`config.mk`:
```
export PLATFORM = sky130hd
export DESIGN_NAME = freq_meas_ctrl_flat
export DESIGN_NICKNAME = d
export VERILOG_FILES = /design/src/rtl/freq_meas_ctrl_if.sv /design/src/rtl/freq_meas_ctrl.sv /design/src/flat_wrapper.sv
export SDC_FILE = /design/constraint.sdc
export NUM_CORES = 1
export LEC_CHECK = 0
export CAP_MARGIN = 10
export CORE_MARGIN = 5
export CORE_UTILIZATION = 35
export DETAILED_ROUTE_END_ITERATION = 7
export PLACE_DENSITY_LB_ADDON = 0.25
export SETUP_SLACK_MARGIN = 0.02
export SYNTH_ARGS = -nofsm -noshare
export SYNTH_HDL_FRONTEND = slang
export SYNTH_SLANG_ARGS = --single-unit
export TNS_END_PERCENT = 100
```
`constraint.sdc`:
```
create_clock -name clk -period 7.41 [get_ports clk]
set_input_delay 2.223 -clock clk [delete_from_list [all_inputs] [get_ports clk]]
set_output_delay 2.223 -clock clk [all_outputs]
set_load 0.05 [all_outputs]
```
`src/rtl/freq_meas_ctrl_if.sv`:
```
// Bundle of the measurement-sequencer signals: request/config inputs, counter
// control outputs and the result valid/ready handshake toward the store stage.
interface freq_meas_ctrl_if #(
  parameter int GATE_W = 16,
  parameter int CNT_W  = 10
);
  logic              start;
  logic              cont;
  logic              abort;
  logic [GATE_W-1:0] gate_len;
  logic [CNT_W-1:0]  cnt_in;
  logic              cnt_clr;
  logic              meas_en;
  logic [CNT_W-1:0]  res_data;
  logic              res_ovf;
  logic              res_valid;
  logic              res_ready;
  logic              busy;

  modport master (
    output start, cont, abort, gate_len, cnt_in, res_ready,
    input  cnt_clr, meas_en, res_data, res_ovf, res_valid, busy
  );

  modport slave (
    input  start, cont, abort, gate_len, cnt_in, res_ready,
    output cnt_clr, meas_en, res_data, res_ovf, res_valid, busy
  );
endinterface

```
`src/rtl/freq_meas_ctrl.sv`:
```
// Measurement-window sequencer: clear counter, open gate for len_q cycles,
// drain the enable pipeline, capture the count and hand it off via valid/ready.
module freq_meas_ctrl #(
  parameter int GATE_W = 16,
  parameter int CNT_W  = 10,
  parameter int SETTLE = 4
) (
  input  logic                 clk,
  input  logic                 rst_n,
  freq_meas_ctrl_if.slave      bus
);

  localparam int SW = (SETTLE > 1) ? $clog2(SETTLE) : 1;
  localparam logic [SW-1:0]     S_LAST = SW'(SETTLE - 1);
  localparam logic [GATE_W-1:0] G_ONE  = GATE_W'(1);
  localparam logic [SW-1:0]     S_ONE  = SW'(1);

  typedef enum logic [2:0] {
    S_IDLE    = 3'd0,
    S_CLEAR   = 3'd1,
    S_GATE    = 3'd2,
    S_SETTLE  = 3'd3,
    S_CAPTURE = 3'd4,
    S_HOLD    = 3'd5
  } state_t;

  state_t            state_q, state_d;
  logic [GATE_W-1:0] len_q, len_d;
  logic [GATE_W-1:0] gcnt_q, gcnt_d;
  logic [SW-1:0]     scnt_q, scnt_d;
  logic [CNT_W-1:0]  prev_q, prev_d;
  logic              ovf_q, ovf_d;
  logic [CNT_W-1:0]  res_data_q, res_data_d;
  logic              res_ovf_q, res_ovf_d;
  logic              res_valid_q, res_valid_d;
  logic              cnt_clr_q, cnt_clr_d;
  logic              meas_en_q, meas_en_d;
  logic              busy_q, busy_d;

  always_comb begin
    state_d    = state_q;
    len_d      = len_q;
    gcnt_d     = gcnt_q;
    scnt_d     = scnt_q;
    prev_d     = prev_q;
    ovf_d      = ovf_q;
    res_data_d = res_data_q;
    res_ovf_d  = res_ovf_q;

    case (state_q)
      S_IDLE: begin
        if (bus.start && !bus.abort) state_d = S_CLEAR;
      end
      S_CLEAR: begin
        len_d   = (bus.gate_len == '0) ? G_ONE : bus.gate_len;
        gcnt_d  = '0;
        scnt_d  = '0;
        prev_d  = '0;
        ovf_d   = 1'b0;
        state_d = S_GATE;
      end
      S_GATE: begin
        if (gcnt_q == len_q - G_ONE) begin
          scnt_d  = '0;
          state_d = S_SETTLE;
        end else begin
          gcnt_d = gcnt_q + G_ONE;
        end
      end
      S_SETTLE: begin
        if (scnt_q == S_LAST) state_d = S_CAPTURE;
        else                  scnt_d  = scnt_q + S_ONE;
      end
      S_CAPTURE: begin
        res_data_d = bus.cnt_in;
        res_ovf_d  = ovf_q;
        state_d    = S_HOLD;
      end
      S_HOLD: begin
        if (bus.res_ready) state_d = bus.cont ? S_CLEAR : S_IDLE;
      end
      default: state_d = S_IDLE;
    endcase

    // A drop in the live count while counting means the counter wrapped.
    if (state_q == S_GATE || state_q == S_SETTLE) begin
      if (bus.cnt_in < prev_q) ovf_d = 1'b1;
      prev_d = bus.cnt_in;
    end

    if (state_q != S_IDLE && bus.abort) state_d = S_IDLE;

    // Outputs decoded from the next state so they leave straight from flops.
    cnt_clr_d   = (state_d == S_CLEAR);
    meas_en_d   = (state_d == S_GATE);
    res_valid_d = (state_d == S_HOLD);
    busy_d      = (state_d != S_IDLE);
  end

  always_ff @(posedge clk or negedge rst_n) begin
    if (!rst_n) begin
      state_q     <= S_IDLE;
      len_q       <= '0;
      gcnt_q      <= '0;
      scnt_q      <= '0;
      prev_q      <= '0;
      ovf_q       <= 1'b0;
      res_data_q  <= '0;
      res_ovf_q   <= 1'b0;
      res_valid_q <= 1'b0;
      cnt_clr_q   <= 1'b0;
      meas_en_q   <= 1'b0;
      busy_q      <= 1'b0;
    end else begin
      state_q     <= state_d;
      len_q       <= len_d;
      gcnt_q      <= gcnt_d;
      scnt_q      <= scnt_d;
      prev_q      <= prev_d;
      ovf_q       <= ovf_d;
      res_data_q  <= res_data_d;
      res_ovf_q   <= res_ovf_d;
      res_valid_q <= res_valid_d;
      cnt_clr_q   <= cnt_clr_d;
      meas_en_q   <= meas_en_d;
      busy_q      <= busy_d;
    end
  end

  assign bus.cnt_clr   = cnt_clr_q;
  assign bus.meas_en   = meas_en_q;
  assign bus.res_data  = res_data_q;
  assign bus.res_ovf   = res_ovf_q;
  assign bus.res_valid = res_valid_q;
  assign bus.busy      = busy_q;

endmodule
```
`src/flat_wrapper.sv`:
```
// flat-port wrapper written by rule: the top's interface ports become plain ports
module freq_meas_ctrl_flat 
#(
  parameter int GATE_W = 16,
  parameter int CNT_W  = 10,
  parameter int SETTLE = 4
)
  (clk, rst_n, bus_start, bus_cont, bus_abort, bus_gate_len, bus_cnt_in, bus_res_ready, bus_cnt_clr, bus_meas_en, bus_res_data, bus_res_ovf, bus_res_valid, bus_busy);
  freq_meas_ctrl_if #(.GATE_W(GATE_W), .CNT_W(CNT_W)) bus_i ();
  input  logic clk;
  input  logic rst_n;
  input wire logic [$bits(bus_i.start)-1:0] bus_start;
  input wire logic [$bits(bus_i.cont)-1:0] bus_cont;
  input wire logic [$bits(bus_i.abort)-1:0] bus_abort;
  input wire logic [$bits(bus_i.gate_len)-1:0] bus_gate_len;
  input wire logic [$bits(bus_i.cnt_in)-1:0] bus_cnt_in;
  input wire logic [$bits(bus_i.res_ready)-1:0] bus_res_ready;
  output wire logic [$bits(bus_i.cnt_clr)-1:0] bus_cnt_clr;
  output wire logic [$bits(bus_i.meas_en)-1:0] bus_meas_en;
  output wire logic [$bits(bus_i.res_data)-1:0] bus_res_data;
  output wire logic [$bits(bus_i.res_ovf)-1:0] bus_res_ovf;
  output wire logic [$bits(bus_i.res_valid)-1:0] bus_res_valid;
  output wire logic [$bits(bus_i.busy)-1:0] bus_busy;
  assign bus_i.start = bus_start;
  assign bus_i.cont = bus_cont;
  assign bus_i.abort = bus_abort;
  assign bus_i.gate_len = bus_gate_len;
  assign bus_i.cnt_in = bus_cnt_in;
  assign bus_i.res_ready = bus_res_ready;
  assign bus_cnt_clr = bus_i.cnt_clr;
  assign bus_meas_en = bus_i.meas_en;
  assign bus_res_data = bus_i.res_data;
  assign bus_res_ovf = bus_i.res_ovf;
  assign bus_res_valid = bus_i.res_valid;
  assign bus_busy = bus_i.busy;
  freq_meas_ctrl #(.GATE_W(GATE_W), .CNT_W(CNT_W), .SETTLE(SETTLE)) u_core (.clk(clk), .rst_n(rst_n), .bus(bus_i));
endmodule
```
==> flow_summary_export.csv <==
group,metric,value,unit
drt,drtIter0Drc,145,
cts,postCtsResizedCells,0,
global_route,antenna_found_initial,0,
power_and_ir_drop,ir_worst_vdd,0.000110,V
cells_and_area,area_growth,21.9,%
cells_and_area,layout.cells.non_filler,560,
placement,gp_congestion,0.866,
sta,worstMarginPinSlew,0.837,ns
placement,port_buffers,46,
sta,fin_ws,3.66,ns
drt,drtAntennaViolNets,0,
global_route,met3_usage,3.80,%
setup_path,start_kind,"flip-flop",
drt,first_pass_iters,4,
floorplan,die_h,112,um
cts,clock_latency,0.34,ns
sta,fin_skew,0.0118,ns
floorplan,num_io_pins,47,
sta,min_period_over_period,50.6,%
setup_path,critical-path-slowest-cell,"clkdlybuf4s50_1",
floorplan,dieArea,12500,um2
sta,clock.fmax,267,MHz
drt,vias_per_cell,5.14,
cells_and_area,final_nets,463,
logic_synthesis,ys_types,61,
setup_path,worstPathMaxFanout,2,
global_route,met1_usage,17.5,%
cells_and_area,fin_util,43.2,%
run,cap_violations,0,
sta,finalHoldViolCount,0,
sta,setup_viol,0,
cts,htreeDepth,3,
global_route,grt.total_usage,13.5,%
logic_synthesis,syn_nets,418,
placement,place_ws,3.54,ns
cts,cts_buffer_depth,2,
drt,drc_errors,0,
cts,cts_setup_buffers,0,
logic_synthesis,syn_inst,374,
logic_synthesis,synth_area_leader_cell,"dfrtp_1",
floorplan,num_rows,37,
power_and_ir_drop,leakage,2.08,nW
logic_synthesis,postSynth.asyncResetShare,100,%
global_route,grt_overflow_total,0,
drt,num_vias,2881,
logic_synthesis,synth_ff_type,"dfrtp_1",
placement,dp.cells,544,
drt,wl_per_cell,14.7,um
setup_path,end_kind,"output pin",
cts,numCtsBuffers,9,
global_route,grt_pass1_wl,14000,um
logic_synthesis,ys_seq_area_share,43.5,%
floorplan,initial_utilization,35.5,%
floorplan,design.core.area,10200,um2
logic_synthesis,yosysMostFrequentCell,"nand2_1",
global_route,grt_busiest_layer,"met2",
sta,maxSlewHeadroom,44.0,%
logic_synthesis,synth_common_cells,"65 x nand2_1, 63 x dfrtp_1, 18 x nor2_1, 14 x clkbuf_1, 13 x inv_1",
worst_hold_path,hp-class,"reg2reg",
run_status,outcome,"finished, final reports clean",
global_route,grt_pass1_vias,2956,
cells_and_area,antenna-diode-count,0,
floorplan,die_w,112,um
logic_synthesis,yosys-top-cells-area,"dfrtp_1 43%, nand2_1 6.7%, ha_1 4.1%, mux2_2 3.4%, mux2i_1 3.0%",
sta,maxSlewViolCount,0,
sta,min_period,3.75,ns
logic_synthesis,ys.warnings.count,0,
setup_path,cp_top_family,"buffers and inverters",
logic_synthesis,synth_seq_cells,63,
sta,hold_ws,0.502,ns
power_and_ir_drop,p_per_area,236,nW/um2
logic_synthesis,synth_top_area_share,43.5,%
global_route,grt_max_degree,64,
cts,numClockSinks,63,
logic_synthesis,synth_edf_count,0,
setup_path,crit_buf_inv,1,
cts,cts.clk_slew.worst_paths,0.08,ns
setup_path,crit_chain,"clkdlybuf4s50_1",
sta,rsz0062_at_grt,"no",
cts,cts_tree,"done",
setup_path,slowest_delay,0.82,ns
sta,setup-tns-final,0,ns
global_route,use_met2,21.5,%
setup_path,crit_required,5.19,ns
logic_synthesis,syn_avg_cell_area,9.70,um2
placement,dp_hpwl,5830,um
setup_path,critical_path_class,"reg2out",
setup_path,cp_data_arrival_time,1.53,ns
drt,drt_wl_total,8240,um
logic_synthesis,netlist_area,3630,um2
cts,postCtsHoldBufs,0,
cells_and_area,drive_gt1_share,13.0,%
cts,cts_root_buf,"clkbuf_8",
## kinds of logic (layout without fill, tap and decap cells)
kind of cell / Yosys count / in the layout / synth area share [%]
and+or+nand+nor: 166 / 166 / 24.2
buffers and inverters: 29 / 79 / 3.21
adders and majority gates: 12 / 12 / 4.14
xor gates and xnor gates: 15 / 15 / 4.00
DFF: 63 / 63 / 43.5
muxes: 23 / 23 / 6.86
AOI/OAI and AO/OA: 66 / 66 / 14.1
## cell type report
class,count,area [um2]
flip-flops and latches,63,1580
well taps,136,170
repair buffers,49,478
clock inverters,6,68.8
multi-input cells,282,1940
fillers,987,5810
inverters,14,52.6
clock buffers,10,138
## through the flow
step / instance area [um2] / total power, mW
2_1_floorplan: 3630 / 0.656
3_3_place_gp: 4220 / 0.735
3_5_place_dp: 4220 / 0.743
4_1_cts: 4420 / 1.06
5_1_grt: 4420 / 1.12
6_report: 4420 / 1.05
## cell usage in the layout, fill, tap and decap left out, types with 3 or more instances in the layout
master and n:
and3_1 7, nand4_1 6, clkbuf_8 10, and2_1 3, nand2_1 65, o211ai_1 4, a21oi_1 8, nor2b_1 4
clkdlybuf4s50_1 45, nor4_1 6, a22o_1 11, dfrtp_1 63, mux2_2 11, nor2_1 18, xor2_1 8, nand3_1 7
a31o_2 4, a21o_1 4, o21ai_0 7, inv_1 13, or2_2 5, buf_4 3, nor3_1 11, nand2b_1 12
a211oi_1 4, ha_1 12, and4_1 3, or3_1 5, a31oi_1 6, xnor2_1 6, mux2i_1 11
## routing by layer
| metal | share of wire, % | routed length (um) | vias up |
|---|---|---|---|
| li1 | - | - | 1434 |
| met1 | 47 | 3850 | 1361 |
| met2 | 46 | 3810 | 70 |
| met3 | 5.3 | 435 | 16 |
| met4 | 1.8 | 151 | 0 |
| met5 | 0 | 0 | - |
## power breakdown
group,internal (mW),total [mW],switching [mW]
Sequential,0.393,0.456,0.0637
Combinational,0.134,0.282,0.148
Clock,0.166,0.307,0.141
Total,0.693,1.05,0.353
## flip-flops by register name, indices dropped and copies added, names as in the netlist
signal and cells:
u_core.bus.busy 1, u_core.bus.cnt_clr 1, u_core.bus.meas_en 1, u_core.bus.res_data 10, u_core.bus.res_ovf 1, u_core.bus.res_valid 1
u_core.gcnt_q 16, u_core.len_q 16, u_core.ovf_q 1, u_core.prev_q 10, u_core.scnt_q 2, u_core.state_q 3
## final timing paths
kind / from / end / slack (ns) / depth (start not counted)
setup reg to reg: u_core.len_q[0] / u_core.gcnt_q[1] / 4.46 / 9
hold reg to reg: u_core.prev_q[1] / u_core.prev_q[1] / 0.50 / 1
setup / recovery: u_core.bus.res_data[8] / bus_res_data[8] / 3.66 / 1
hold / removal: u_core.prev_q[1] / u_core.prev_q[1] / 0.50 / 1
min in group asynchronous: rst_n / u_core.len_q[3] / 2.07 / 2
max in group asynchronous: rst_n / u_core.bus.res_valid / 4.83 / 2
Power figures use the tool's default switching activity.
==> RTL edit 1 (same settings) <==
`CNT_W` is set to 10 in 3 places; all go to 20.
--- a/src/rtl/freq_meas_ctrl_if.sv
+++ b/src/rtl/freq_meas_ctrl_if.sv
@@ -2,7 +2,7 @@
 // control outputs and the result valid/ready handshake toward the store stage.
 interface freq_meas_ctrl_if #(
   parameter int GATE_W = 16,
-  parameter int CNT_W  = 10
+  parameter int CNT_W  = 20
 );
   logic              start;
   logic              cont;
--- a/src/rtl/freq_meas_ctrl.sv
+++ b/src/rtl/freq_meas_ctrl.sv
@@ -2,7 +2,7 @@
 // drain the enable pipeline, capture the count and hand it off via valid/ready.
 module freq_meas_ctrl #(
   parameter int GATE_W = 16,
-  parameter int CNT_W  = 10,
+  parameter int CNT_W  = 20,
   parameter int SETTLE = 4
 ) (
   input  logic                 clk,
--- a/src/flat_wrapper.sv
+++ b/src/flat_wrapper.sv
@@ -2,7 +2,7 @@
 module freq_meas_ctrl_flat 
 #(
   parameter int GATE_W = 16,
-  parameter int CNT_W  = 10,
+  parameter int CNT_W  = 20,
   parameter int SETTLE = 4
 )
   (clk, rst_n, bus_start, bus_cont, bus_abort, bus_gate_len, bus_cnt_in, bus_res_ready, bus_cnt_clr, bus_meas_en, bus_res_data, bus_res_ovf, bus_res_valid, bus_busy);
Ports: changed (resized bus_cnt_in and bus_res_data); port bits go from 47 to 67. The function was not compared with the original's and may differ.
==> RTL edit 1 against the original RTL <==
Cell count grew 28%. Sequential cell count grew 20. Combinational power grew 49%. Worst setup slack lost 190 ps. Sequential share of layout area grew 0.60 points. Routed wire length grew 33%. Power grew 39%. Register-to-register slack lost 490 ps. Area after synthesis grew 28%. Design area grew 30%. Largest power group unchanged.
==> RTL edit 1: results (changes against the original RTL) <==
The clock latency on the worst-skew pair is 340 ps (about the same). The share of synthesized area occupied by flip-flops and latches is 44.8% (+1.3 points). The path category of the worst min-delay check is register to register. The maximum vdd drop came out at 0.120 mV (+9.0%). The reported leakage power is 2.61 nW (+26%). The worst stage delay on the critical path came out at 650 ps (-170 ps).

The arrival time reported for the critical path endpoint is 4220 ps (+2690 ps). The met1 capacity usage during global routing is 17.9% (+0.39 points). The fraction of met2 tracks used by global routing is 24.4% (+2.9 points). The async set or reset register ratio after synthesis is 100% (unchanged). The cell chosen for the clock root is sky130_fd_sc_hd__clkbuf_16. The distinct cell type count of the synthesized netlist was 52 (-15%).

The headroom to the max-slew limit was 35.9% (-8.1 points). The maximum fanout along the worst path is 7 (+5). The average vias per placed instance came to 5.24 (+1.9%). The number of iterations in the first detailed-routing pass came out at 4 (unchanged). The register clock-pin slew on the reported worst setup and hold paths was 60 ps (-20 ps). The cell depth of the worst min-delay path came out at 2 (+1). The count of buffers added by post-CTS timing repair for setup is 0 (unchanged).

The final critical-path share of the clock period came to 53.1% (+2.5 points). The estimated wirelength of the detail-placed design came to 7710 µm (+32%). The wire length of the first global-routing pass is 18900 µm (+35%). By count the netlist is led by 83 x sky130_fd_sc_hd__dfrtp_1, 69 x sky130_fd_sc_hd__nand2_1, 31 x sky130_fd_sc_hd__inv_1, 22 x sky130_fd_sc_hd__ha_1, 22 x sky130_fd_sc_hd__mux2_2. The number of cells on the worst reg-to-reg path is 7 (-2). The initial antenna violation count is 0 (unchanged). The clock buffer count from CTS came out at 9 (unchanged). The number of DRC markers after the initial detailed-route iteration is 186 (+28%). The weighted congestion at the end of routability-driven global placement came out at 0.845 (-2.4%). The run finished with clean final reports. The number of resized instances in the post-cts repair step came out at 0 (unchanged). The final antenna diode count came to 0 (unchanged).

The overall fraction of global-route tracks in use came out at 14.5% (+1.0 points). The number of global-route vias before repair is 3941 (+33%). The final net count came out at 600 (+30%).

The count of H-tree levels built during CTS is 3 (unchanged). The setup clock skew after layout came out at 6.58 ps (-5.26 ps). The share of post-route cells with drive strength above 1 came to 9.61% (-3.4 points). The buffer depth of the longest clock path came out at 2 (unchanged). The yosys synthesis warning count is 0 (unchanged).

The wire length after detailed routing came out at 11000 µm (+33%). Sorting the synthesized cells by area gives the leading types as sky130_fd_sc_hd__dfrtp_1 45%, sky130_fd_sc_hd__ha_1 5.9%, sky130_fd_sc_hd__nand2_1 5.6%. The worst-path cell with the longest stage delay is sky130_fd_sc_hd__or4b_2. The net count after synthesis is 541 (+29%). The fraction of met3 tracks used by global routing came out at 4.82% (+1.0 points). The most used flip-flop cell after synthesis is sky130_fd_sc_hd__dfrtp_1.

The number of buffers added on ports is 66 (+43%). The pin count of the biggest net entering global routing came out at 67 (+4.7%).
[RTL edit 1: final timing paths]
check                                            start                                  to  slack, ps
max                                          bus_abort        u_core.bus.cnt_clr$_DFF_PN0_       3470
min reg2reg                     u_core.ovf_q$_DFF_PN0_              u_core.ovf_q$_DFF_PN0_        480
max reg2reg                u_core.len_q[2]$_DFFE_PN0P_        u_core.bus.cnt_clr$_DFF_PN0_       3970
min in group asynchronous                        rst_n        u_core.gcnt_q[5]$_DFFE_PN0P_       1740
max in group asynchronous                        rst_n  u_core.bus.res_data[1]$_DFFE_PN0N_       4550
min                             u_core.ovf_q$_DFF_PN0_              u_core.ovf_q$_DFF_PN0_        480
[RTL edit 1: cell type report]
class | count | area, µm²
clock buffers | 13 | 250
repair buffers | 72 | 703
multi-input cells | 339 | 2340
well taps | 176 | 220
inverters | 31 | 116
clock inverters | 3 | 23.8
fillers | 1305 | 7410
flip-flops and latches | 83 | 2080
[RTL edit 1: logic make-up after synthesis]
kind of cell               Yosys count  synth area share (%)
buffers and inverters               55                  4.83
xor gates and xnor gates            19                  3.59
adders and majority gates           22                  5.94
muxes                               32                  7.50
and+or+nand+nor                    174                  18.8
AOI/OAI and AO/OA                   92                  14.6
DFF                                 83                  44.8
[RTL edit 1: layer usage]
metal | wire [µm] | share of wire [%]
met5 | 0 | 0
met4 | 148 | 1.3
met3 | 666 | 6.1
met2 | 5220 | 48
met1 | 4950 | 45
[RTL edit 1: worst max-delay path, delay by kind of cell]
kind,cells,cell delay (ps)
and+or+nand+nor,3,1180
AOI/OAI and AO/OA,3,290
buffers and inverters,1,530
[RTL edit 1: report_power, final]
group | leakage (nW) | switching, mW | internal, mW | total [mW]
clock | 0.126 | 0.185 | 0.237 | 0.422
combinational | 1.39 | 0.229 | 0.191 | 0.420
sequential | 1.10 | 0.0778 | 0.530 | 0.607
total | 2.61 | 0.491 | 0.958 | 1.45
[RTL edit 1: through the flow]
stage	area (µm²)	cells	setup slack, ps
6_report	5730	717	3470
5_1_grt	5730	717	3420
4_1_cts	5730	717	3480
3_5_place_dp	5460	701	3120
3_3_place_gp	5460	701	3200
2_1_floorplan	4640	477	3830
==> RTL edit 2 (config.mk and constraints unchanged) <==
Made on the original files. Re-encode `state_t` (6 states) as one-hot, 6 bits wide.
--- a/src/rtl/freq_meas_ctrl.sv
+++ b/src/rtl/freq_meas_ctrl.sv
@@ -15,13 +15,13 @@
   localparam logic [GATE_W-1:0] G_ONE  = GATE_W'(1);
   localparam logic [SW-1:0]     S_ONE  = SW'(1);
 
-  typedef enum logic [2:0] {
-    S_IDLE    = 3'd0,
-    S_CLEAR   = 3'd1,
-    S_GATE    = 3'd2,
-    S_SETTLE  = 3'd3,
-    S_CAPTURE = 3'd4,
-    S_HOLD    = 3'd5
+  typedef enum logic [5:0] {
+    S_IDLE    = 6'b000001,
+    S_CLEAR   = 6'b000010,
+    S_GATE    = 6'b000100,
+    S_SETTLE  = 6'b001000,
+    S_CAPTURE = 6'b010000,
+    S_HOLD    = 6'b100000
   } state_t;
 
   state_t            state_q, state_d;
Formal check against the unedited RTL: no difference found for any inputs over 10 cycles, from zero or initial values and one cycle with rst_n low; not proved beyond that.
==> RTL edit 2 against the original RTL <==
Design area is 6.0% higher. Sequential share of layout area fell by 0.39 points. Routed wire length up 15%. Sequential cell count rose by 3. Count of clock-buffer cells in the layout is the same. Area after synthesis increased by 7.1%. Fmax decreased by 4.9%. Global-route usage increased by 1.8 points. Utilization is essentially flat. Power rose by 22%. Worst setup slack worse by 190 ps. Critical path depth is 7 higher.
==> RTL edit 2: results (changes against the original RTL) <==
The flow ran to the end, and the final reports show no timing, DRC or antenna violations. The setup clock skew after layout is 9.02 ps (-2.82 ps). The share of synthesized area occupied by flip-flops and latches is 42.6% (-0.91 points). The estimated wirelength of the detail-placed design came to 6700 µm (+15%). The headroom to the max-slew limit was 42.1% (-1.9 points). The combined area of the multi-input logic cells came out at 2070 µm² (+6.6%). The clock network area share is 4.86% (+0.19 points).

The post-placement cell area is 4460 µm² (+5.8%). The power of the combinational group came out at 0.393 mW (+39%). The share of cell area taken by multi-input logic gates is 44.1% (+0.27 points). On the critical path the largest part of the delay comes from compound AO/OA/AOI/OAI gates. The share of power burned in combinational logic came out at 30.8% (+3.8 points). The overall fraction of global-route tracks in use is 15.3% (+1.8 points). The share of post-route cells with drive strength above 1 is 10.7% (-2.3 points).

The average vias per placed instance is 5.47 (+6.4%). The buffer count excluding the clock tree in the final layout was 50 (+2.0%). The wire length after detailed routing is 9480 µm (+15%). The fill cell instance count of the final layout came out at 1088 (+10%).

The worst stage delay on the critical path came out at 440 ps (-380 ps). The number of synthesized register bits is 66 (+4.8%). The xor/xnor share of the synthesized area came to 4.51% (+0.51 points). The multi-input gate count came to 315 (+12%).

The non-clock buffer contribution to total cell area is 10.4% (-0.45 points). For hold timing, the worst endpoint is u_core.bus.res_data[7]$_DFFE_PN0N_. The share of power burned in the clock network is 27.5% (-1.9 points).

The fraction of synthesized area in multiplexers came out at 3.96% (-2.9 points).
RTL edit 2: cell types whose count changed in the layout (fill, tap and decap cells not counted), moves of 6 or more:
cell / change
sky130_fd_sc_hd__nand3_1: +9
sky130_fd_sc_hd__o22ai_1: +6
sky130_fd_sc_hd__or4_1: +8
sky130_fd_sc_hd__mux2i_1: -8
sky130_fd_sc_hd__inv_1: +8
sky130_fd_sc_hd__o31ai_1: +12
sky130_fd_sc_hd__nand3b_1: +6
sky130_fd_sc_hd__a22o_1: -11
sky130_fd_sc_hd__a21oi_1: +9
RTL edit 2: metal layers:
metal | track usage, % | routed length [µm] | part of all wire [%]
met2 | 24.1 | 4480 | 47
met5 | 0 | 0 | 0
met3 | 5.32 | 522 | 5.5
met4 | 3.83 | 136 | 1.4
met1 | 20.2 | 4340 | 46
